[config.mk]
export PLATFORM = sky130hd
export DESIGN_NAME = core_run_ctrl
export DESIGN_NICKNAME = d
export VERILOG_FILES = /design/src/rtl/core_run_ctrl.sv
export SDC_FILE = /design/constraint.sdc
export NUM_CORES = 1
export LEC_CHECK = 0
export ABC_AREA = 0
export CORE_MARGIN = 3
export CORE_UTILIZATION = 42
export CTS_CLUSTER_DIAMETER = 40
export CTS_CLUSTER_SIZE = 28
export DETAILED_ROUTE_END_ITERATION = 12
export GPL_TIMING_DRIVEN = 0
export HOLD_SLACK_MARGIN = 0.15
export PLACE_DENSITY_LB_ADDON = 0.15
export SYNTH_ARGS = -nofsm -noshare
export SYNTH_HDL_FRONTEND = slang
export SYNTH_SLANG_ARGS = --single-unit
[constraint.sdc]
create_clock -name clk_i -period 4.6 [get_ports clk_i]
set_clock_uncertainty 0.05 [all_clocks]
set_input_delay 1.15 -clock clk_i [delete_from_list [all_inputs] [get_ports clk_i]]
set_output_delay 1.15 -clock clk_i [all_outputs]
set_load 0.005 [all_outputs]
[src/rtl/core_run_ctrl.sv]
// core_run_ctrl
// Run/load controller for the single-cycle core.
//
// The host loads a program into the icache through this block, one word per
// valid/ready handshake. Once a program is loaded, the block sequences
// execution by gating PC advance and register-file writes. It supports free
// run, single-step, halt and a single hardware breakpoint. It also counts
// retired instructions.
//
// Ports:
//   clk_i, rst_i          clock; synchronous active-high reset
//   load_start_i          begin a program load (honoured in IDLE/HALT)
//   load_len_i            number of words to load, legal range 1..DEPTH
//   ld_data_i/ld_valid_i  host word and its valid strobe
//   ld_ready_o            controller accepts a word (LOAD state)
//   imem_we_o/waddr_o/wdata_o   icache write port
//   run_i/step_i/halt_i   execution commands
//   bkpt_en_i/bkpt_addr_i breakpoint enable and byte address
//   pc_i                  current PC from the datapath
//   pc_en_o               PC loads pcnext this cycle
//   pc_rst_o              force PC to 0
//   regwrite_en_o         AND-gate on the decoder regwrite
//   bkpt_hit_o            sticky flag: last stop was a breakpoint
//   state_o               encoded controller state
//   retired_o             retired-instruction count (wraps)
module core_run_ctrl #(
    parameter int ADDR_W = 6,
    parameter int DEPTH  = 64
) (
    input  logic              clk_i,
    input  logic              rst_i,
    input  logic              load_start_i,
    input  logic [ADDR_W:0]   load_len_i,
    input  logic [31:0]       ld_data_i,
    input  logic              ld_valid_i,
    output logic              ld_ready_o,
    output logic              imem_we_o,
    output logic [ADDR_W-1:0] imem_waddr_o,
    output logic [31:0]       imem_wdata_o,
    input  logic              run_i,
    input  logic              step_i,
    input  logic              halt_i,
    input  logic              bkpt_en_i,
    input  logic [31:0]       bkpt_addr_i,
    input  logic [31:0]       pc_i,
    output logic              pc_en_o,
    output logic              pc_rst_o,
    output logic              regwrite_en_o,
    output logic              bkpt_hit_o,
    output logic [2:0]        state_o,
    output logic [31:0]       retired_o
);

    typedef enum logic [2:0] {
        IDLE  = 3'd0,
        LOAD  = 3'd1,
        CLEAR = 3'd2,
        HALT  = 3'd3,
        RUN   = 3'd4,
        STEP  = 3'd5
    } state_t;

    state_t            state, state_next;
    logic [ADDR_W:0]   load_len;
    logic [ADDR_W-1:0] load_cnt;
    logic [31:0]       retired;
    logic              bkpt_hit;
    logic              skip;

    logic len_legal;
    logic bkpt_match;
    logic load_last;
    logic start_load;
    logic load_accept;
    logic retire;
    logic clr_retired;
    logic set_hit;
    logic clr_hit;
    logic set_skip;

    assign len_legal  = (load_len_i != '0) && (load_len_i <= (ADDR_W+1)'(DEPTH));
    // The skip flag masks the breakpoint on the first RUN cycle after a
    // resume. Without it, a resume at the breakpoint PC would stop again
    // immediately.
    assign bkpt_match = bkpt_en_i && (pc_i == bkpt_addr_i) && !skip;
    assign load_last  = ({1'b0, load_cnt} == (load_len - (ADDR_W+1)'(1)));

    always_comb begin
        state_next    = state;
        ld_ready_o    = 1'b0;
        imem_we_o     = 1'b0;
        imem_waddr_o  = '0;
        pc_en_o       = 1'b0;
        pc_rst_o      = 1'b0;
        regwrite_en_o = 1'b0;
        start_load    = 1'b0;
        load_accept   = 1'b0;
        retire        = 1'b0;
        clr_retired   = 1'b0;
        set_hit       = 1'b0;
        clr_hit       = 1'b0;
        set_skip      = 1'b0;
        case (state)
            IDLE: begin
                pc_rst_o = 1'b1;
                if (load_start_i && len_legal) begin
                    start_load = 1'b1;
                    state_next = LOAD;
                end
            end
            LOAD: begin
                ld_ready_o   = 1'b1;
                imem_we_o    = ld_valid_i;
                imem_waddr_o = load_cnt;
                load_accept  = ld_valid_i;
                if (ld_valid_i && load_last) begin
                    state_next = CLEAR;
                end
            end
            CLEAR: begin
                pc_rst_o    = 1'b1;
                clr_retired = 1'b1;
                clr_hit     = 1'b1;
                state_next  = HALT;
            end
            HALT: begin
                // An illegal load request is treated as absent. A step or
                // run in the same cycle can still take effect.
                if (load_start_i && len_legal) begin
                    start_load = 1'b1;
                    clr_hit    = 1'b1;
                    state_next = LOAD;
                end else if (step_i) begin
                    clr_hit    = 1'b1;
                    state_next = STEP;
                end else if (run_i) begin
                    clr_hit    = 1'b1;
                    set_skip   = 1'b1;
                    state_next = RUN;
                end
            end
            RUN: begin
                // A breakpoint stops before the instruction executes. A halt
                // lets the current instruction retire first.
                if (bkpt_match) begin
                    set_hit    = 1'b1;
                    state_next = HALT;
                end else begin
                    pc_en_o       = 1'b1;
                    regwrite_en_o = 1'b1;
                    retire        = 1'b1;
                    if (halt_i) begin
                        state_next = HALT;
                    end
                end
            end
            STEP: begin
                pc_en_o       = 1'b1;
                regwrite_en_o = 1'b1;
                retire        = 1'b1;
                state_next    = HALT;
            end
            default: state_next = IDLE;
        endcase
    end

    always_ff @(posedge clk_i) begin
        if (rst_i) begin
            state    <= IDLE;
            load_len <= '0;
            load_cnt <= '0;
            retired  <= '0;
            bkpt_hit <= 1'b0;
            skip     <= 1'b0;
        end else begin
            state <= state_next;

            if (start_load) begin
                load_len <= load_len_i;
                load_cnt <= '0;
            end else if (load_accept) begin
                load_cnt <= load_cnt + ADDR_W'(1);
            end

            if (clr_retired) begin
                retired <= '0;
            end else if (retire) begin
                retired <= retired + 32'd1;
            end

            if (set_hit) begin
                bkpt_hit <= 1'b1;
            end else if (clr_hit) begin
                bkpt_hit <= 1'b0;
            end

            if (set_skip) begin
                skip <= 1'b1;
            end else if (state == RUN) begin
                skip <= 1'b0;
            end
        end
    end

    assign imem_wdata_o = ld_data_i;
    assign bkpt_hit_o   = bkpt_hit;
    assign state_o      = state;
    assign retired_o    = retired;

endmodule

==> qor.txt <==
Pin count of the biggest net entering global routing = 17
CTS tree = built
DR pass1 iterations = 4
Clk root buf = clkbuf_8
Synth Warn # = 0
Core region area = 0.00777 mm²
Hold EP = retired_o[31]
Mapped Area = 0.00337 mm²
Detailed Place HPWL = 8130 µm
CP Data Required Time = 3.40 ns
R2R Path Start = retired_o[4]
Max Cap Violations = 0
WL/cell = 14.7 µm
Detail Route Antenna Nets = 0
GRT Overall Usage = 20.6%
Fillers = 673
Setup_tns = 0 ns
FF/Latch Area = 0.00100 mm²
Syn avg cell area = 8.11 µm²
Slowest CP cell = clkdlybuf4s50_1
Worst Path Buf+Inv = 4
Htree depth = 2
Startpoint types = input port
Clk sinks = 50
P&R area growth vs syn = 55.5%
Worst-Margin Slew = 0.469 ns
Syn_nets = 530
Final Hold Fails = 0
Leakage = 1.86 nW
Final GP Congestion = 0.814
R2r worst-path depth = 8
Clk slew on worst S/H paths = 0.10 ns
Largest area contributor in the netlist = dfxtp_1
Max stage delay on crit path = 0.48 ns
Fmax = 223 MHz
Synth area leaders = dfxtp_1, xnor2_1, buf_4
Detailed-route via count = 3696
Starting Density = 43.4%
Area fraction of the dominant cell type after synthesis = 29.7%
Vias per cell = 5.39
Setup-failing EPs final = 0
Cells after Synth = 416
Post-layout util = 67.6%
EDFF count, synth = 0
Multi-input combinational cell area = 0.00201 mm²
Synth cell types = 44
Most used cell, CP = clkdlybuf4s50_1
Hold Startpoint = retired_o[31]
Initial antenna violation count = 0
Pwr per Cell Area = 191 mW/mm²
Critical path origin = bkpt_addr_i[29]
DRC viols = 0
Initial DRC Count = 123
Slew headroom = 68.5%
FF-to-FF setup slack = 2.30 ns
Fin crit share = 97.5%
Hold Crit Depth = 2
Synth async-reset ratio = 0%
Top_reg_cell synth = dfxtp_1
Design Power = 1.00 mW
Die Height = 95.6 µm
Synthesized flop and latch total = 50
Die X-Extent = 95.6 µm
Vias in the first global route = 3323
Family with the most delay on the worst path = buffers and inverters
Latest clock arrival within the worst-skew pair = 0.32 ns
Die area = 0.00915 mm²
Crit-path cells = clkdlybuf4s50_1 -> xnor2_1 -> nand4_1 -> nor4_2 -> and4_1 -> buf_6 -> nor2_1 -> buf_4 -> clkdlybuf4s50_1
Max clock buf depth = 2
First-pass GRT wire length = 15000 µm
Fraction of layout cells with a size suffix above 1 = 11.0%
Min Tclk post-route = 4.48 ns
R2r endpoint = retired_o[30]
Placed Area = 0.00507 mm²
Maximum fanout along the worst path = 3
Hold WS = 0.433 ns
Register area share after synthesis = 29.7%
# diodes = 0
Post-route cell area = 0.00525 mm²
Gr ovfl total = 0
Nets@finish = 697
Status = complete, no violations
Total Wirelength = 10100 µm
Peak supply drop = 0.000139 V
Arrival time worst endpoint = 3.28 ns
Slew Limit Fails = 0
Ports = 190
Cts bufs inserted = 5
Row count = 32
Critical Path End Type = output pin
Hold WC Path Type = register to register
CP Class = input port to output pin
Port Buffers = 157
## layout make-up
class / instances / area share [%]
buffer: 54 / 6.79
clock buffer: 6 / 1.57
clock inverter: 2 / 0.739
inverter: 9 / 0.644
multi-input combinational: 303 / 38.4
sequential: 50 / 19.1
tap: 102 / 2.43
timing repair buffer: 160 / 30.4
## worst max path at each step
stage / endpoint / slack, ns / cells after the start
finish: regwrite_en_o / 0.12 / 9
global route: regwrite_en_o / -0.007 / 9
CTS: regwrite_en_o / 0.005 / 9
detailed placement: regwrite_en_o / -0.15 / 9
global placement: regwrite_en_o / -0.12 / 9
floorplan: regwrite_en_o / 1.06 / 7
## layer usage
| metal | global-route usage (%) | wire [µm] | part of all wire [%] |
|---|---|---|---|
| met3 | 5.21 | 874 | 8.7 |
| met1 | 23.2 | 3710 | 37 |
| met2 | 37.9 | 5360 | 53 |
| met4 | 6.04 | 112 | 1.1 |
| met5 | 0 | 0 | 0 |
## sequential cells by signal, summed over array words and instances (netlist names)
name,count
bkpt_hit_o,1
load_cnt,6
load_len,7
retired_o,32
skip,1
state_o,3
## synthesized netlist by cell type, types with 6 or more instances
cell type	n
buf_2	7
nor2_1	24
xnor2_1	36
nand3_1	19
nor3_1	7
xor2_1	6
and3_1	8
o31ai_1	23
nand4_1	18
or4_1	25
buf_4	37
nand2b_1	6
mux2i_1	10
and2_1	10
clkbuf_1	10
a21oi_1	35
nand2_1	23
o21ai_1	7
inv_1	8
or3_1	7
dfxtp_1	50
## through the flow
stage / cells / worst slack (ns)
final: 686 / 0.117
after global routing: 686 / -0.00665
after CTS: 683 / 0.00470
after detailed placement: 675 / -0.153
after global placement: 675 / -0.116
after floorplan: 416 / 1.06
## report_power, final
| part | switching (mW) | internal [mW] | leakage [nW] |
|---|---|---|---|
| combinational | 0.0748 | 0.143 | 1.39 |
| sequential | 0.00404 | 0.437 | 0.404 |
| clock | 0.164 | 0.179 | 0.0618 |
## placed cells by master, fill, tap and decap left out, types with 2 or more instances in the layout
master           synthesis  layout
o31ai_1                 23      23
a21oi_1                 35      35
buf_4                   37      40
nand2b_1                 6       6
inv_1                    8       8
a32o_1                   2       2
nor3_1                   7       6
a2111oi_2                1       2
nor2b_1                  4       4
nand3_1                 19      19
nand2_1                 23      23
buf_2                    7       6
o21ai_1                  7       7
nor4_2                   1       2
clkdlybuf4s50_1          0     157
nor4_1                   3       2
clkbuf_8                 0       6
nand4_1                 18      18
xnor2_1                 36      35
and4_1                   4       4
or4b_1                   2       2
and2_1                  10      10
clkbuf_1                10      10
mux2i_1                 10      10
and3_1                   8       8
or4_1                   25      25
o211ai_1                 3       3
o21ai_0                  2       2
a21o_1                   2       2
nor2_1                  24      24
dfxtp_1                 50      50
or3_1                    7       7
xor2_1                   6       6
a211oi_1                 2       2
ha_1                     3       3
## worst reg2reg max path, stage by stage (launching register included)
cell     delay, ns
dfxtp_1       0.44
nand3_1       0.16
nor2_2        0.20
and3_1        0.18
buf_4         0.17
nand3_1       0.21
buf_2         0.26
or4_1         0.42
a21oi_1       0.15
## cell families after synthesis
group | count (synthesis) | synth area share (%)
muxes | 11 | 3.30
xor gates and xnor gates | 42 | 10.9
adders and majority gates | 3 | 1.11
AOI/OAI and AO/OA | 83 | 15.7
DFF | 50 | 29.7
buffers and inverters | 63 | 11.4
and+or+nand+nor | 164 | 28.0
## repair_timing
action,CTS,global route
hold buffers,0,0
buffers inserted,0,3
cloned,0,0
endpoints found under the setup margin,2,2
resized for setup,3,4
pin swaps,0,3
(Power assumes the default switching activity.)
